`src/rtl/mc_ctrl_pkg.sv`:
```
// Shared types and decode constants for the multi-cycle control sequencer.
// StFault exists only when MC_CTRL_MEM_TIMEOUT_EN is defined.
package mc_ctrl_pkg;

  typedef enum logic [3:0] {
    StIdle    = 4'd0,
    StFetch   = 4'd1,
    StDecode  = 4'd2,
    StExec    = 4'd3,
    StWb      = 4'd4,
    StBxPc    = 4'd5,
    StBCalc   = 4'd6,
    StBlLink  = 4'd7,
    StBlCalc  = 4'd8,
    StPcLoad  = 4'd9,
    StMemAddr = 4'd10,
    StMemAcc  = 4'd11,
    StMemWb   = 4'd12
`ifdef MC_CTRL_MEM_TIMEOUT_EN
    ,
    StFault   = 4'd13
`endif
  } state_e;

  // PC source mux codes
  localparam logic [1:0] PcSrcPlus4 = 2'b00;
  localparam logic [1:0] PcSrcB     = 2'b01;
  localparam logic [1:0] PcSrcF     = 2'b10;

  // Instruction class fields
  localparam logic [3:0]  OpB       = 4'b1010;
  localparam logic [3:0]  OpBl      = 4'b1011;
  localparam logic [23:0] BxPattern = 24'h12FFF1;
  localparam logic [1:0]  MemClass  = 2'b01;
  localparam int unsigned LoadBit   = 20;

endpackage

```
`src/rtl/mc_ctrl_fsm.sv`:
```
// Multi-cycle control FSM: sequences PC/IR/regfile writes, latches, muxes and ALU control.
// Optional memory-access timeout with sticky FAULT state: define MC_CTRL_MEM_TIMEOUT_EN.
module mc_ctrl_fsm
  import mc_ctrl_pkg::*;
#(
  parameter int unsigned          ALU_OP_W   = 4,
  parameter int unsigned          SHIFT_OP_W = 3,
  parameter logic [ALU_OP_W-1:0]  ALU_ADD    = 4'b0100,
  parameter logic [ALU_OP_W-1:0]  ALU_PASS_A = 4'b1000
`ifdef MC_CTRL_MEM_TIMEOUT_EN
  ,
  parameter int unsigned          TMO_W      = 8
`endif
) (
  input  logic                  clk,
  input  logic                  rst_n,
  input  logic [31:0]           ir,
  input  logic                  ir_valid,
  input  logic                  cond_pass,
  input  logic                  rm_imm_s,
  input  logic [1:0]            rs_imm_s,
  input  logic [SHIFT_OP_W-1:0] shift_op,
  input  logic [ALU_OP_W-1:0]   alu_op,
  input  logic                  s_bit,
  input  logic                  mem_ready,
  output logic                  write_pc,
  output logic                  write_ir,
  output logic                  write_reg,
  output logic                  la,
  output logic                  lb,
  output logic                  lc,
  output logic                  lf,
  output logic [1:0]            pc_s,
  output logic                  alu_a_s,
  output logic                  alu_b_s,
  output logic                  rd_s,
  output logic                  wb_s,
  output logic                  mem_req,
  output logic                  mem_we,
  output logic                  s_ctrl,
  output logic                  rm_imm_s_ctrl,
  output logic [1:0]            rs_imm_s_ctrl,
  output logic [SHIFT_OP_W-1:0] shift_op_ctrl,
  output logic [ALU_OP_W-1:0]   alu_op_ctrl,
`ifdef MC_CTRL_MEM_TIMEOUT_EN
  output logic                  fault,
`endif
  output logic [3:0]            state
);

  state_e state_q, state_d;

  logic                  s_q, s_d;
  logic                  rm_q, rm_d;
  logic [1:0]            rs_q, rs_d;
  logic [SHIFT_OP_W-1:0] sh_q, sh_d;
  logic [ALU_OP_W-1:0]   aop_q, aop_d;

  logic is_b, is_bl, is_bx, is_mem, is_load;

  assign is_b    = (ir[27:24] == OpB);
  assign is_bl   = (ir[27:24] == OpBl);
  assign is_bx   = (ir[27:4] == BxPattern);
  assign is_mem  = (ir[27:26] == MemClass);
  assign is_load = ir[LoadBit];

  // Condition code and Rm field are consumed elsewhere in the datapath.
  logic unused_ir;
  assign unused_ir = ^{ir[31:28], ir[3:0]};

`ifdef MC_CTRL_MEM_TIMEOUT_EN
  logic [TMO_W-1:0] tmo_q, tmo_d;
  logic             tmo_hit;

  always_comb begin
    tmo_d = tmo_q;
    if (state_q == StMemAddr) begin
      tmo_d = '0;
    end else if (state_q == StMemAcc && !mem_ready) begin
      tmo_d = tmo_q + {{(TMO_W-1){1'b0}}, 1'b1};
    end
  end

  assign tmo_hit = &tmo_d;
  assign fault   = (state_q == StFault);

  always_ff @(posedge clk or negedge rst_n) begin
    if (!rst_n) begin
      tmo_q <= '0;
    end else begin
      tmo_q <= tmo_d;
    end
  end
`endif

  always_comb begin
    state_d = state_q;
    case (state_q)
      StIdle:    state_d = StFetch;
      StFetch: begin
        // A valid instruction failing its condition retires here as a NOP.
        if (ir_valid && cond_pass) begin
          if (is_b) begin
            state_d = StBCalc;
          end else if (is_bl) begin
            state_d = StBlLink;
          end else begin
            state_d = StDecode;
          end
        end
      end
      StDecode: begin
        if (is_bx) begin
          state_d = StBxPc;
        end else if (is_mem) begin
          state_d = StMemAddr;
        end else begin
          state_d = StExec;
        end
      end
      StExec:    state_d = StWb;
      StWb:      state_d = StFetch;
      StBxPc:    state_d = StFetch;
      StBCalc:   state_d = StPcLoad;
      StBlLink:  state_d = StBlCalc;
      StBlCalc:  state_d = StPcLoad;
      StPcLoad:  state_d = StFetch;
      StMemAddr: state_d = StMemAcc;
      StMemAcc: begin
        if (mem_ready) begin
          state_d = is_load ? StMemWb : StFetch;
        end
`ifdef MC_CTRL_MEM_TIMEOUT_EN
        else if (tmo_hit) begin
          state_d = StFault;
        end
`endif
      end
      StMemWb:   state_d = StFetch;
`ifdef MC_CTRL_MEM_TIMEOUT_EN
      StFault:   state_d = StFault;
`endif
      default:   state_d = StFetch;
    endcase
  end

  // Decoder fields are sampled on the single DECODE cycle and held afterwards.
  always_comb begin
    s_d   = s_q;
    rm_d  = rm_q;
    rs_d  = rs_q;
    sh_d  = sh_q;
    aop_d = aop_q;
    if (state_q == StDecode) begin
      s_d   = s_bit;
      rm_d  = rm_imm_s;
      rs_d  = rs_imm_s;
      sh_d  = shift_op;
      aop_d = alu_op;
    end
  end

  always_ff @(posedge clk or negedge rst_n) begin
    if (!rst_n) begin
      state_q <= StIdle;
      s_q     <= 1'b0;
      rm_q    <= 1'b0;
      rs_q    <= '0;
      sh_q    <= '0;
      aop_q   <= '0;
    end else begin
      state_q <= state_d;
      s_q     <= s_d;
      rm_q    <= rm_d;
      rs_q    <= rs_d;
      sh_q    <= sh_d;
      aop_q   <= aop_d;
    end
  end

  always_comb begin
    write_pc      = 1'b0;
    write_ir      = 1'b0;
    write_reg     = 1'b0;
    la            = 1'b0;
    lb            = 1'b0;
    lc            = 1'b0;
    lf            = 1'b0;
    pc_s          = PcSrcPlus4;
    alu_a_s       = 1'b0;
    alu_b_s       = 1'b0;
    rd_s          = 1'b0;
    wb_s          = 1'b0;
    mem_req       = 1'b0;
    mem_we        = 1'b0;
    s_ctrl        = s_q;
    rm_imm_s_ctrl = rm_q;
    rs_imm_s_ctrl = rs_q;
    shift_op_ctrl = sh_q;
    alu_op_ctrl   = aop_q;
    case (state_q)
      StFetch: begin
        write_pc = ir_valid;
        write_ir = ir_valid;
      end
      StDecode: begin
        la = 1'b1;
        lb = 1'b1;
        lc = 1'b1;
      end
      StExec:  lf = 1'b1;
      StWb:    write_reg = 1'b1;
      StBxPc: begin
        write_pc = 1'b1;
        pc_s     = PcSrcB;
      end
      StBCalc: begin
        alu_a_s     = 1'b1;
        alu_b_s     = 1'b1;
        alu_op_ctrl = ALU_ADD;
        s_ctrl      = 1'b0;
        lf          = 1'b1;
      end
      StBlLink: begin
        alu_a_s     = 1'b1;
        alu_op_ctrl = ALU_PASS_A;
        s_ctrl      = 1'b0;
        lf          = 1'b1;
      end
      StBlCalc: begin
        // Old F (return address) goes to R14 while F is reloaded with the target.
        write_reg   = 1'b1;
        rd_s        = 1'b1;
        alu_a_s     = 1'b1;
        alu_b_s     = 1'b1;
        alu_op_ctrl = ALU_ADD;
        s_ctrl      = 1'b0;
        lf          = 1'b1;
      end
      StPcLoad: begin
        write_pc = 1'b1;
        pc_s     = PcSrcF;
      end
      StMemAddr: lf = 1'b1;
      StMemAcc: begin
        mem_req = 1'b1;
        mem_we  = !is_load;
      end
      StMemWb: begin
        write_reg = 1'b1;
        wb_s      = 1'b1;
      end
      default: ;
    endcase
  end

  assign state = state_q;

endmodule

```
`config.mk`:
```
export PLATFORM = sky130hd
export DESIGN_NAME = mc_ctrl_fsm
export DESIGN_NICKNAME = d
export VERILOG_FILES = /design/src/rtl/mc_ctrl_pkg.sv /design/src/rtl/mc_ctrl_fsm.sv
export SDC_FILE = /design/constraint.sdc
export NUM_CORES = 1
export LEC_CHECK = 0
export BUFFER_PORTS_ARGS = -buffer_cell sky130_fd_sc_hd__buf_2
export CORE_ASPECT_RATIO = 1.1
export CORE_MARGIN = 1.5
export CORE_UTILIZATION = 35
export DETAILED_ROUTE_END_ITERATION = 7
export PLACE_DENSITY = 0.81
export REMOVE_ABC_BUFFERS = 1
export SETUP_SLACK_MARGIN = 0.2
export SYNTH_ARGS = -nofsm -noshare
export SYNTH_HDL_FRONTEND = slang
export SYNTH_SLANG_ARGS = --single-unit
```
`constraint.sdc`:
```
create_clock -name clk -period 1.65 [get_ports clk]
set_input_delay 0.0825 -clock clk [delete_from_list [all_inputs] [get_ports clk]]
set_output_delay 0.0825 -clock clk [all_outputs]
set_load 0.1 [all_outputs]
```
* Word level (Yosys, flattened, before mapping)
Index checks and enable logic that the tools add are counted.
Word-level totals: flip-flop bits (word level) 15, input bits 48, output and inout port bits 30, logic and storage cells 54
Operators by class: equal/unequal tests 18, muxes and demuxes 22, reduce and logical (&&, ||, !) cells 8
Operators with widths (number):
- equality test 4 bit (second input constant) | 7
- one-hot mux 4 bit (7 select lines) | 1
- equality test 24 x 21 -> 1 bit (second input constant) | 1
- 2-to-1 mux 4 bit | 5
- equality test 4 x 3 -> 1 bit (second input constant) | 4
- 2-to-1 mux 1 bit | 11
- equality test 4 x 2 -> 1 bit (second input constant) | 2
- one-hot mux 4 bit (2 select lines) | 1
- 2-to-1 mux 3 bit | 2
- OR reduction 3 bit | 2
- OR reduction 5 bit | 1
- equality test 4 x 1 -> 1 bit (second input constant) | 1
- inequality test 2 bit (second input constant) | 2
- one-hot mux 2 bit (2 select lines) | 1
- OR reduction 2 bit | 2
- equality test 2 x 1 -> 1 bit (second input constant) | 1
- one-hot mux 1 bit (2 select lines) | 1
- AND reduction 2 bit | 1
- logical AND 1 bit | 1
- logical NOT 1 bit | 1

* Longest topological paths before layout
depth after elaboration 5, mapped depth 6, gate-level depth less buffers 4

* Least setup slack after synthesis
OpenSTA, ideal clock, no wires.
path kind register -> output, start point register state_q[3] (netlist: state[3]), end point output port alu_a_s, data arrival time 4.467 ns, required time 1.567 ns, path slack -2.900 ns, stages on the path, launching flop included 6, buffers on the path 1, cells stage by stage dfrtp_1 clkbuf_1 nand2b_1 nor3_1 nor2_1 inv_1
Between the ends: cells in the longest elaborated chain, start to end 3, elaborated cells between the ends (all ways) 5, classes of those cells 3 x eq/ne; 1 x mux; 1 x reduce/logical
RTL lines:
- from (decl) | RTL line mc_ctrl_fsm.sv:51 | state_e state_q, state_d;
- from (signal assigned) | RTL line mc_ctrl_fsm.sv:165 | state_q <= StIdle;
- from (signal assigned) | RTL line mc_ctrl_fsm.sv:172 | state_q <= state_d;
- equality test 4 bit or equality test 4 x 3 -> 1 bit (tied branches) | RTL line mc_ctrl_fsm.sv:201 | case (state_q)
- OR reduction 3 bit (no line) *
- 2-to-1 mux 1 bit * | RTL line mc_ctrl_fsm.sv:201
- to (decl) | RTL line mc_ctrl_fsm.sv:34 | output logic alu_a_s,
Every way passes the cells marked *; elsewhere a longest branch is shown, timed or not.

* Worst setup path in the final report
start point register state_q[3] (netlist: state[3]), end point output port alu_op_ctrl[2]
Between the ends: cells in the longest elaborated chain, start to end 3, elaborated cells between the ends (all ways) 5, classes of those cells 3 x eq/ne; 1 x mux; 1 x reduce/logical
RTL lines:
- equality test 4 bit or equality test 4 x 3 -> 1 bit (tied branches) | RTL line mc_ctrl_fsm.sv:201
- OR reduction 2 bit (no line)
- one-hot mux 4 bit (2 select lines) * | RTL line mc_ctrl_fsm.sv:201
- to (decl) | RTL line mc_ctrl_fsm.sv:44 | output logic [ALU_OP_W-1:0] alu_op_ctrl,
Marks and branches as above.

==> impl_metrics.json <==
{
  "layout-drive-gt1-share": 0.728,
  "worst_pin_slew_ps": 505,
  "area_growth_pct": 124,
  "utilization": 0.823,
  "synth-seq-cells": 15,
  "synth_cells": 116,
  "setup.worst_path.class": "reg -> out",
  "final-hold-violation-count": 0,
  "drt-total-wl_um": 5010,
  "dieArea_sq_um": 3250,
  "synth_cell_types": 37,
  "crit_path_end_kind": "output port",
  "antennaDiodeCount": 0,
  "routedWlPerCell_um": 20.4,
  "port-buffer-count": 69,
  "rows": 20,
  "worst_path_max_delay_cell": "dfrtp_2",
  "synthTopCellsByArea": "dfrtp_1 37%, mux2_2 12%, nor2_1 5.5%",
  "rsz0062_at_grt": "true",
  "cts_made_buffers": 3,
  "drc": 0,
  "die_w_um": 54.5,
  "first_iter_violations": 43,
  "critPathRequiredTime_ps": 1570,
  "yosys.area.top_type_share": 0.368,
  "grt_usage": 0.287,
  "path_max_fanout": 5,
  "cts-htree-levels": 1,
  "die_h_um": 59.6,
  "synth_top_cell_by_area": "dfrtp_1",
  "cts.sinks": 15,
  "layout_min_cycle_time_ps": 1730,
  "hpwl_um": 2380,
  "cts-root-buf": "clkbuf_4",
  "final_cell_mix": "46 x buf_2, 21 x buf_12, 17 x buf_4",
  "clock_skew_ps": 8.15,
  "n_fill_cell": 125,
  "first_pass_iters": 4,
  "viasPerCell": 5.57,
  "grt_pass1_wl_um": 6640,
  "clk_pin_slew_ps": 90,
  "setup-violations-final": 11,
  "outcome": "finished with violations",
  "max-slew-margin-rel": 0.665,
  "nNetsFinal": 262,
  "tritoncts": "yes",
  "max_cap_viol_count": 0,
  "synth.cell_area_sq_um": 1020,
  "mostFrequentLayoutCell": "buf_2",
  "drtAntennaViolNets": 0,
  "max_freq_mhz": 578,
  "start_util": 0.368,
  "startpoint_type": "flop",
  "antenna_found_initial": 0,
  "gp_congestion": 0.811,
  "fin_area_sq_um": 2290,
  "yosysSeqAreaShare": 0.368,
  "grt_pass1_vias": 1365,
  "placedInstanceArea_sq_um": 1750,
  "fin_crit_sh": 1.05,
  "path_cells": "buf_4 > nand2b_4 > nor2_2 > a21oi_1 > nand2_1 > buf_12",
  "clk_path_buf_depth": 2,
  "ioPinCount": 78,
  "grt_start_max_net_pins": 16,
  "ys_warn_count": 0,
  "timing.final.ws_setup_ps": -79.7,
  "clk_latency_ps": 290,
  "hp-class": "in -> reg",
  "grt-ovfl-total": 0,
  "violations": "negative setup slack",
  "fin_setup_tns_ps": -368,
  "cp_slowest_stage_delay_ps": 480,
  "syn_area_per_cell_sq_um": 8.80,
  "finalMaxSlewViolations": 0,
  "coreArea_sq_um": 2780,
  "crit_arrival_ps": 1650,
  "vias": 1371
}
-- through the flow --
step                      worst slack, ps  instances  hold WS (ps)
final                               -79.7        246          24.3
after global routing                 -119        246          27.2
after CTS                            31.4        242          28.7
after detailed placement             74.0        218         -1.08
after global placement               80.8        218         -6.85
after floorplan                     -4290        106          -213
-- worst max-delay path: cells and delay by family (launching register included) --
family	cells	cell delay (ps)
buffers and inverters	2	360
AO/OA/AOI/OAI	1	80
flip-flops	1	480
AND/OR/NAND/NOR	3	440
-- cells in the mapped netlist --
library cell	count
a21oi_1	3
nor2b_1	5
o22ai_1	1
nand4_1	3
nand3_1	2
nor3b_1	1
nor3_1	5
dfrtp_1	15
o21ai_0	6
or4_1	2
buf_1	1
buf_2	3
nand2b_1	6
a21boi_0	1
a41oi_1	1
o21a_1	1
buf_4	2
nor4_4	1
a211oi_1	1
nand2_1	8
or4b_4	1
and2_1	3
a31oi_1	1
mux2i_1	1
nor2_1	15
a211o_1	1
inv_1	3
nor3_2	1
a311o_1	1
clkbuf_1	4
a22oi_1	1
mux2_2	11
o211ai_1	1
a21boi_1	1
nand4bb_1	1
o2111ai_1	1
and3_1	1
-- final timing paths --
check | startpoint | to | slack (ps) | cells past startpoint
max | state[3]$_DFFE_PN0P_ | alu_op_ctrl[2] | -80 | 6
min | shift_op[2] | shift_op_ctrl[2]$_DFFE_PN0P_ | 20 | 2
max reg2reg | state[3]$_DFFE_PN0P_ | rs_imm_s_ctrl[0]$_DFFE_PN0P_ | 0 | 5
min reg2reg | shift_op_ctrl[1]$_DFFE_PN0P_ | shift_op_ctrl[1]$_DFFE_PN0P_ | 540 | 1
max in group asynchronous | rst_n | state[0]$_DFFE_PN0P_ | 1130 | 2
min in group asynchronous | rst_n | shift_op_ctrl[0]$_DFFE_PN0P_ | 240 | 2
-- sequential cells by signal, summed over array words and instances, names as in the netlist --
signal	cells
aop_q	4
state	4
shift_op_ctrl	3
rs_imm_s_ctrl	2
rm_imm_s_ctrl	1
s_q	1
-- what timing repair did --
action / 4_1_cts / 5_1_grt
hold endpoints to repair: 15 / 0
setup endpoints to repair: 37 / 38
pin swaps: 8 / 10
gates resized for setup: 50 / 32
setup buffers: 18 / 4
hold buffers: 1 / 0
gates cloned: 1 / 0
-- layer usage --
layer | up-vias | global-route usage | part of all wire
li1 | 605 | - | -
met1 | 670 | 0.335 | 0.35
met2 | 82 | 0.503 | 0.54
met3 | 14 | 0.0606 | 0.073
met4 | 0 | 0.111 | 0.032
met5 | - | 0 | 0
-- final cells by class --
class,instances,area [sq um],area share
tap,33,41.3,0.0181
clock buffer,4,26.3,0.0115
inverter,3,11.3,0.00492
multi-input combinational,88,820,0.358
sequential,15,379,0.166
timing repair buffer,103,1010,0.441
-- cells by family after synthesis --
logic type,count (synthesis),share of synthesized area
and+or+nand+nor,55,0.306
AOI/OAI and AO/OA,21,0.136
DFF,15,0.368
buffers and inverters,13,0.0588
muxes,12,0.131
Power is left out: the tool's default activity adds up to more than one toggle a clock period on the data nets, which glitch-free logic cannot reach.
